`src/rtl/pcm_pkg.sv`:
```
// Shared constants, FSM state type and helpers for the PCM-to-PDM modulator.
package pcm_pkg;

    localparam int              PCM_W      = 16;
    localparam logic [PCM_W-1:0] PCM_OFFSET = 16'h8000;

    typedef enum logic [1:0] {
        IDLE,
        PRIME,
        RUN
    } state_t;

    function automatic logic [31:0] sat_inc(input logic [31:0] value);
        return (value == 32'hFFFF_FFFF) ? value : value + 32'd1;
    endfunction

endpackage

```
`src/rtl/pcm_pdm_modulator_if.sv`:
```
// PCM sample-read handshake: consumer pulses a read, source answers with ready + data.
interface pcm_pdm_modulator_if;
    import pcm_pkg::*;

    logic             pcm_read_o;
    logic             pcm_ready_i;
    logic [PCM_W-1:0] pcm_data_i;

    // master = the sample consumer (modulator), slave = the sample source
    modport master (output pcm_read_o, input  pcm_ready_i, input  pcm_data_i);
    modport slave  (input  pcm_read_o, output pcm_ready_i, output pcm_data_i);

endinterface

```
`src/rtl/pcm_pdm_modulator_sd_mod1.sv`:
```
// First-order sigma-delta: the carry out of a 16-bit phase accumulator is the PDM bit.
module sd_mod1
    import pcm_pkg::*;
(
    input  logic             clk,
    input  logic             rst_n,
    input  logic             clr_i,
    input  logic             step_i,
    input  logic [PCM_W-1:0] sample_i,
    output logic             bit_o
);

    logic [PCM_W-1:0] acc;
    logic [PCM_W:0]   sum;

    // Offset-binary input makes 0x8000 the all-zeros code and 0x7FFF the densest one.
    always_comb begin
        sum = {1'b0, acc} + {1'b0, sample_i ^ PCM_OFFSET};
    end

    // NOTE: rst_n is active-high and synchronous here; it is only seen on a clock edge.
    always_ff @(posedge clk) begin
        if (rst_n || clr_i) begin
            acc   <= '0;
            bit_o <= 1'b0;
        end else if (step_i) begin
            acc   <= sum[PCM_W-1:0];
            bit_o <= sum[PCM_W];
        end
    end

endmodule

```
`src/rtl/pcm_pdm_modulator.sv`:
```
// PCM sample consumer with one-sample prefetch, PDM bit clock and sigma-delta modulator.
module pcm_pdm_modulator
    import pcm_pkg::*;
#(
    parameter int CLK_DIV_PDM = 4,
    parameter int OSR         = 64
) (
    input  logic                clk,
    input  logic                rst_n,
    input  logic                enable_i,
    pcm_pdm_modulator_if.master pcm,
    output logic                pdm_clk_o,
    output logic                pdm_data_o,
    output logic                underrun_o,
    output logic [31:0]         sample_count_o
);

    localparam int DIV_W = (CLK_DIV_PDM > 1) ? $clog2(CLK_DIV_PDM) : 1;
    localparam int BIT_W = (OSR > 1) ? $clog2(OSR) : 1;

    localparam logic [DIV_W-1:0] DIV_LAST = DIV_W'(CLK_DIV_PDM - 1);
    localparam logic [DIV_W-1:0] DIV_HALF = DIV_W'(CLK_DIV_PDM / 2);
    localparam logic [BIT_W-1:0] BIT_LAST = BIT_W'(OSR - 1);

    state_t           state;
    logic             outstanding;
    logic             nxt_valid;
    logic [PCM_W-1:0] cur;
    logic [PCM_W-1:0] nxt;
    logic [DIV_W-1:0] div_cnt;
    logic [BIT_W-1:0] bit_cnt;

    logic             step;
    logic             boundary;
    logic             accept;
    logic [DIV_W-1:0] div_nxt;

    // A ready only counts when it answers our single outstanding request.
    always_comb begin
        step     = (state == RUN) && (div_cnt == '0);
        boundary = step && (bit_cnt == BIT_LAST);
        accept   = enable_i && outstanding && pcm.pcm_ready_i;
        div_nxt  = (div_cnt == DIV_LAST) ? '0 : div_cnt + DIV_W'(1);
    end

    sd_mod1 u_sd_mod1 (
        .clk      (clk),
        .rst_n    (rst_n),
        .clr_i    (!enable_i),
        .step_i   (step),
        .sample_i (cur),
        .bit_o    (pdm_data_o)
    );

    always_ff @(posedge clk) begin
        if (rst_n) begin
            state          <= IDLE;
            outstanding    <= 1'b0;
            nxt_valid      <= 1'b0;
            cur            <= '0;
            nxt            <= '0;
            div_cnt        <= '0;
            bit_cnt        <= '0;
            pcm.pcm_read_o <= 1'b0;
            pdm_clk_o      <= 1'b0;
            underrun_o     <= 1'b0;
            sample_count_o <= '0;
        end else if (!enable_i) begin
            // Stop: drop any in-flight request, keep the sticky status and the count.
            state          <= IDLE;
            outstanding    <= 1'b0;
            nxt_valid      <= 1'b0;
            nxt            <= '0;
            div_cnt        <= '0;
            bit_cnt        <= '0;
            pcm.pcm_read_o <= 1'b0;
            pdm_clk_o      <= 1'b0;
        end else begin
            pcm.pcm_read_o <= 1'b0;

            case (state)
                IDLE: begin
                    state          <= PRIME;
                    pcm.pcm_read_o <= 1'b1;
                    outstanding    <= 1'b1;
                    pdm_clk_o      <= 1'b0;
                end

                PRIME: begin
                    pdm_clk_o <= 1'b0;
                    if (accept) begin
                        cur         <= pcm.pcm_data_i;
                        outstanding <= 1'b0;
                        state       <= RUN;
                        div_cnt     <= '0;
                        bit_cnt     <= '0;
                        pdm_clk_o   <= 1'b1;
                    end
                end

                RUN: begin
                    div_cnt   <= div_nxt;
                    pdm_clk_o <= (div_nxt < DIV_HALF);

                    if (step) begin
                        bit_cnt <= (bit_cnt == BIT_LAST) ? '0 : bit_cnt + BIT_W'(1);
                    end

                    // The boundary step still uses the old cur; the new sample starts next bit.
                    if (boundary) begin
                        if (nxt_valid) begin
                            cur       <= nxt;
                            nxt_valid <= 1'b0;
                        end else if (accept) begin
                            cur <= pcm.pcm_data_i;
                        end else begin
                            underrun_o <= 1'b1;
                        end
                    end else if (accept) begin
                        nxt       <= pcm.pcm_data_i;
                        nxt_valid <= 1'b1;
                    end

                    if (accept) begin
                        outstanding <= 1'b0;
                    end else if (!outstanding && !nxt_valid) begin
                        pcm.pcm_read_o <= 1'b1;
                        outstanding    <= 1'b1;
                    end
                end

                default: state <= IDLE;
            endcase

            if (accept) begin
                sample_count_o <= sat_inc(sample_count_o);
            end
        end
    end

endmodule

```
`src/flat_wrapper.sv`:
```
// flat-port wrapper written by rule: the top's interface ports become plain ports
module pcm_pdm_modulator_flat import pcm_pkg::*;
#(
    parameter int CLK_DIV_PDM = 4,
    parameter int OSR         = 64
)
  (clk, rst_n, enable_i, pdm_clk_o, pdm_data_o, underrun_o, sample_count_o, pcm_pcm_read_o, pcm_pcm_ready_i, pcm_pcm_data_i);
  pcm_pdm_modulator_if pcm_i ();
  input  logic clk;
  input  logic rst_n;
  input  logic enable_i;
  output logic pdm_clk_o;
  output logic pdm_data_o;
  output logic underrun_o;
  output logic [31:0] sample_count_o;
  output wire logic [$bits(pcm_i.pcm_read_o)-1:0] pcm_pcm_read_o;
  input wire logic [$bits(pcm_i.pcm_ready_i)-1:0] pcm_pcm_ready_i;
  input wire logic [$bits(pcm_i.pcm_data_i)-1:0] pcm_pcm_data_i;
  assign pcm_pcm_read_o = pcm_i.pcm_read_o;
  assign pcm_i.pcm_ready_i = pcm_pcm_ready_i;
  assign pcm_i.pcm_data_i = pcm_pcm_data_i;
  pcm_pdm_modulator #(.CLK_DIV_PDM(CLK_DIV_PDM), .OSR(OSR)) u_core (.clk(clk), .rst_n(rst_n), .enable_i(enable_i), .pcm(pcm_i), .pdm_clk_o(pdm_clk_o), .pdm_data_o(pdm_data_o), .underrun_o(underrun_o), .sample_count_o(sample_count_o));
endmodule
```
`config.mk`:
```
export PLATFORM = sky130hd
export DESIGN_NAME = pcm_pdm_modulator_flat
export DESIGN_NICKNAME = d
export VERILOG_FILES = /design/src/rtl/pcm_pkg.sv /design/src/rtl/pcm_pdm_modulator_if.sv /design/src/rtl/pcm_pdm_modulator_sd_mod1.sv /design/src/rtl/pcm_pdm_modulator.sv /design/src/flat_wrapper.sv
export SDC_FILE = /design/constraint.sdc
export NUM_CORES = 1
export LEC_CHECK = 0
export BUFFER_PORTS_ARGS = -buffer_cell sky130_fd_sc_hd__buf_2
export CAP_MARGIN = 15
export CORE_MARGIN = 2
export CORE_UTILIZATION = 30
export CTS_CLUSTER_DIAMETER = 80
export DETAILED_ROUTE_END_ITERATION = 8
export GPL_TIMING_DRIVEN = 0
export PLACE_DENSITY_LB_ADDON = 0.15
export RECOVER_POWER = 25
export SYNTH_ARGS = -nofsm -noshare
export SYNTH_HDL_FRONTEND = slang
export SYNTH_SLANG_ARGS = --single-unit
```
`constraint.sdc`:
```
create_clock -name clk -period 2.6 [get_ports clk]
set_input_delay 0.26 -clock clk [delete_from_list [all_inputs] [get_ports clk]]
set_output_delay 0.26 -clock clk [all_outputs]
set_load 0.01 [all_outputs]
```
==> flow_summary.yaml <==
status:
  outcome: "complete, no violations"
timing:
  skew_ps: 12.2
  post-route-period-util_pct: 90.4
  worst_pin_slew_ps: 685
  setup_slack_ps: 250
  fin_crit_ps: 2350
  final-hold-violation-count: 0
  rsz0062_at_grt: "false"
  tns_ps: 0
  setup_violations: 0
  max_freq_mhz: 426
  final_max_slew_viol_count: 0
  relSlewSlack_pct: 54.3
yosys:
  async_flop_share_pct: 0
  ys_ff_latch: 96
  synth-edff-count: 0
  ys_seq_area_share_pct: 37.2
  synthFlopType: "dfxtp_1"
  synth_area_mm2: 0.00517
  ys_types: 59
  syn_area_per_cell_um2: 8.03
  netlist_instances: 643
  yosysWarnings: 0
  synth_nets: 688
power:
  seq_power_share_pct: 50.0
  p_leak_nw: 2.14
  power.internal_mw: 2.30
  powerDensity_mw_per_mm2: 495
  finalPower_mw: 2.96
  clockPowerShare_pct: 46.4
  power_frac_comb_pct: 3.6
  vdd_drop_max_v: 0.000319
  switchingPower_mw: 0.655
  swShare_pct: 22.1
route:
  vias_per_cell: 5.07
  drt-initial-drc-count: 258
  routedWlPerCell_um: 15.1
  wirelength_um: 14100
  ant_nets: 0
  vias: 4735
  first_pass_iters: 5
  drc_errors: 0
clocking:
  cts_buffers: 9
  clk_latency_ps: 360
  ctsResizeCount: 0
  h-tree-depth: 3
  cts_root_buf: "clkbuf_16"
  clockBufferDepth: 2
  cts.clk_slew.worst_paths_ps: 70
  cts_hold_buf: 0
  cts_tree: "yes"
  cts_setup_buffers: 0
  numClockSinks: 96
place:
  io_buffers: 54
  pre_cts_ws_ps: 254
  dpl.hpwl_um: 10600
  gp_congestion: 0.829
grt:
  grt.met3_usage_pct: 3.25
  grt_util_met2_pct: 25.7
  top_usage_layer: "met2"
  grt_pass1_wl_um: 23000
  antenna_found_initial: 1
  overflow: 0
  track_usage_pct: 15.9
  grt_pass1_vias: 4541
  use_met1_pct: 21.5
  grt_max_degree: 15
final_layout:
  final_layout_size_suffix_gt1_share_pct: 10.5
  syn2layout_area_growth_pct: 15.6
  final_common_cell: "nand2_1"
  multi_input_area_mm2: 0.00301
  mostFrequentLayoutCells: "100 x nand2_1, 96 x dfxtp_1, 80 x nor2_1"
  register_area_mm2: 0.00192
  fin_nets: 753
  post-route-util_pct: 35.8
  fillCellCount: 1822
setup_path:
  end_kind: "flip-flop"
  start_kind: "flip-flop"
  path_class: "reg2reg"
  crit_family: "compound AO/OA/AOI/OAI gates"
  crit_required_ps: 2840
  path_buf_inv: 0
  critPathSlowestCell: "fa_1"
  worstPathCellList: "ha_1, fa_1, a21oi_1, o211ai_1, a211o_1, and3_1, o21a_1, o31a_1"
  worst-endpoint-arrival_ps: 2590
  worstPathMaxFanout: 3
  slowest_delay_ps: 410
floorplanning:
  die_x_um: 135
  initial_core_util_pct: 30.9
  coreArea_mm2: 0.0167
  design.portCount: 56
  die_y_um: 135
  rows: 47
  dieArea_mm2: 0.0183
run:
  drv_cap: 0
min_path:
  hold_class: "in2reg"
==> tightest hold or removal path, cell delays in order <==
cell and delay [ps]:
buf_2 100, nand2_1 50, a21oi_1 50
==> cells by family (layout without fill, tap and decap cells) <==
kind of cell,count (synthesis),after routing,share of synthesized area [%]
buffers and inverters,53,123,4.46
and+or+nand+nor,312,312,31.1
AOI/OAI and AO/OA,122,122,15.1
other,0,1,0
adders and majority gates,25,25,6.20
xor gates and xnor gates,35,35,5.93
DFF,96,96,37.2
==> per-stage QoR <==
step / hold WS, ps / std cells / instance area, um2
after detailed placement: 447 / 917 / 5710
after CTS: 145 / 933 / 6010
after global placement: 442 / 917 / 5710
final: 153 / 934 / 5970
after floorplan: 396 / 643 / 5170
after global routing: 160 / 933 / 5970
==> power by group through the flow <==
| stage | Sequential, mW | Combinational, mW | Clock [mW] |
|---|---|---|---|
| after floorplan | 1.51 | 0.0602 | 0 |
| after global placement | 1.51 | 0.107 | 0 |
| after detailed placement | 1.51 | 0.108 | 0 |
| after CTS | 1.48 | 0.108 | 1.42 |
| after global routing | 1.48 | 0.120 | 1.48 |
| final | 1.48 | 0.107 | 1.37 |
==> synthesized netlist by cell type (all sizes together) (7+ instances only) <==
| cell type | number | area share [%] |
|---|---|---|
| nand4 | 16 | 2.3 |
| nand2 | 101 | 7.4 |
| buf | 10 | 1.3 |
| a21o | 9 | 1.3 |
| nor4 | 7 | 1.9 |
| dfxtp | 96 | 37 |
| o21ai | 19 | 1.8 |
| nand3 | 46 | 5.0 |
| nor2 | 81 | 5.9 |
| xnor2 | 18 | 3.1 |
| ha | 24 | 5.8 |
| clkbuf | 27 | 2.0 |
| inv | 16 | 1.2 |
| a21oi | 51 | 5.0 |
| xor2 | 17 | 2.9 |
| and3 | 14 | 1.7 |
| nor3 | 17 | 2.3 |
| a311oi | 16 | 2.7 |
==> state kept, by name, summed over array words and instances, names as in the netlist <==
| name | count |
|---|---|
| u_core.div_cnt | 2 |
| u_core.state | 2 |
| u_core.nxt | 16 |
| u_core.pcm.pcm_read_o | 1 |
| u_core.outstanding | 1 |
| u_core.u_sd_mod1.acc | 16 |
| u_core.nxt_valid | 1 |
| u_core.bit_cnt | 6 |
| u_core.cur | 16 |
| u_core.sample_count_o | 32 |
| u_core.pdm_clk_o | 1 |
| u_core.u_sd_mod1.bit_o | 1 |
| u_core.underrun_o | 1 |
==> layer usage <==
| layer | up-vias | wire, um | share of wire [%] |
|---|---|---|---|
| met5 | - | 0 | 0 |
| met4 | 0 | 201 | 1.4 |
| met3 | 15 | 537 | 3.8 |
| met2 | 92 | 6440 | 46 |
| met1 | 2226 | 6900 | 49 |
| li1 | 2402 | - | - |
==> final timing paths <==
path / start / to / slack (ps) / cells after the start
worst max register to register: u_core.cur[0] / u_core.u_sd_mod1.acc[14] / 250 / 8
worst min register to register: u_core.nxt[15] / u_core.nxt[15] / 450 / 2
worst max-delay path: u_core.cur[0] / u_core.u_sd_mod1.acc[14] / 250 / 8
worst min-delay path: pcm_pcm_data_i[15] / u_core.nxt[15] / 150 / 3
==> layout make-up <==
type / count / share of cell area [%]
clock buffers: 13 / 4.36
diodes: 1 / 0.0419
well taps: 220 / 4.61
multi-input cells: 494 / 50.5
flip-flops and latches: 96 / 32.2
clock inverters: 3 / 0.670
plain buffers: 37 / 2.85
inverters: 16 / 1.01
repair buffers: 54 / 3.83
Power figures use the tool's default switching activity.
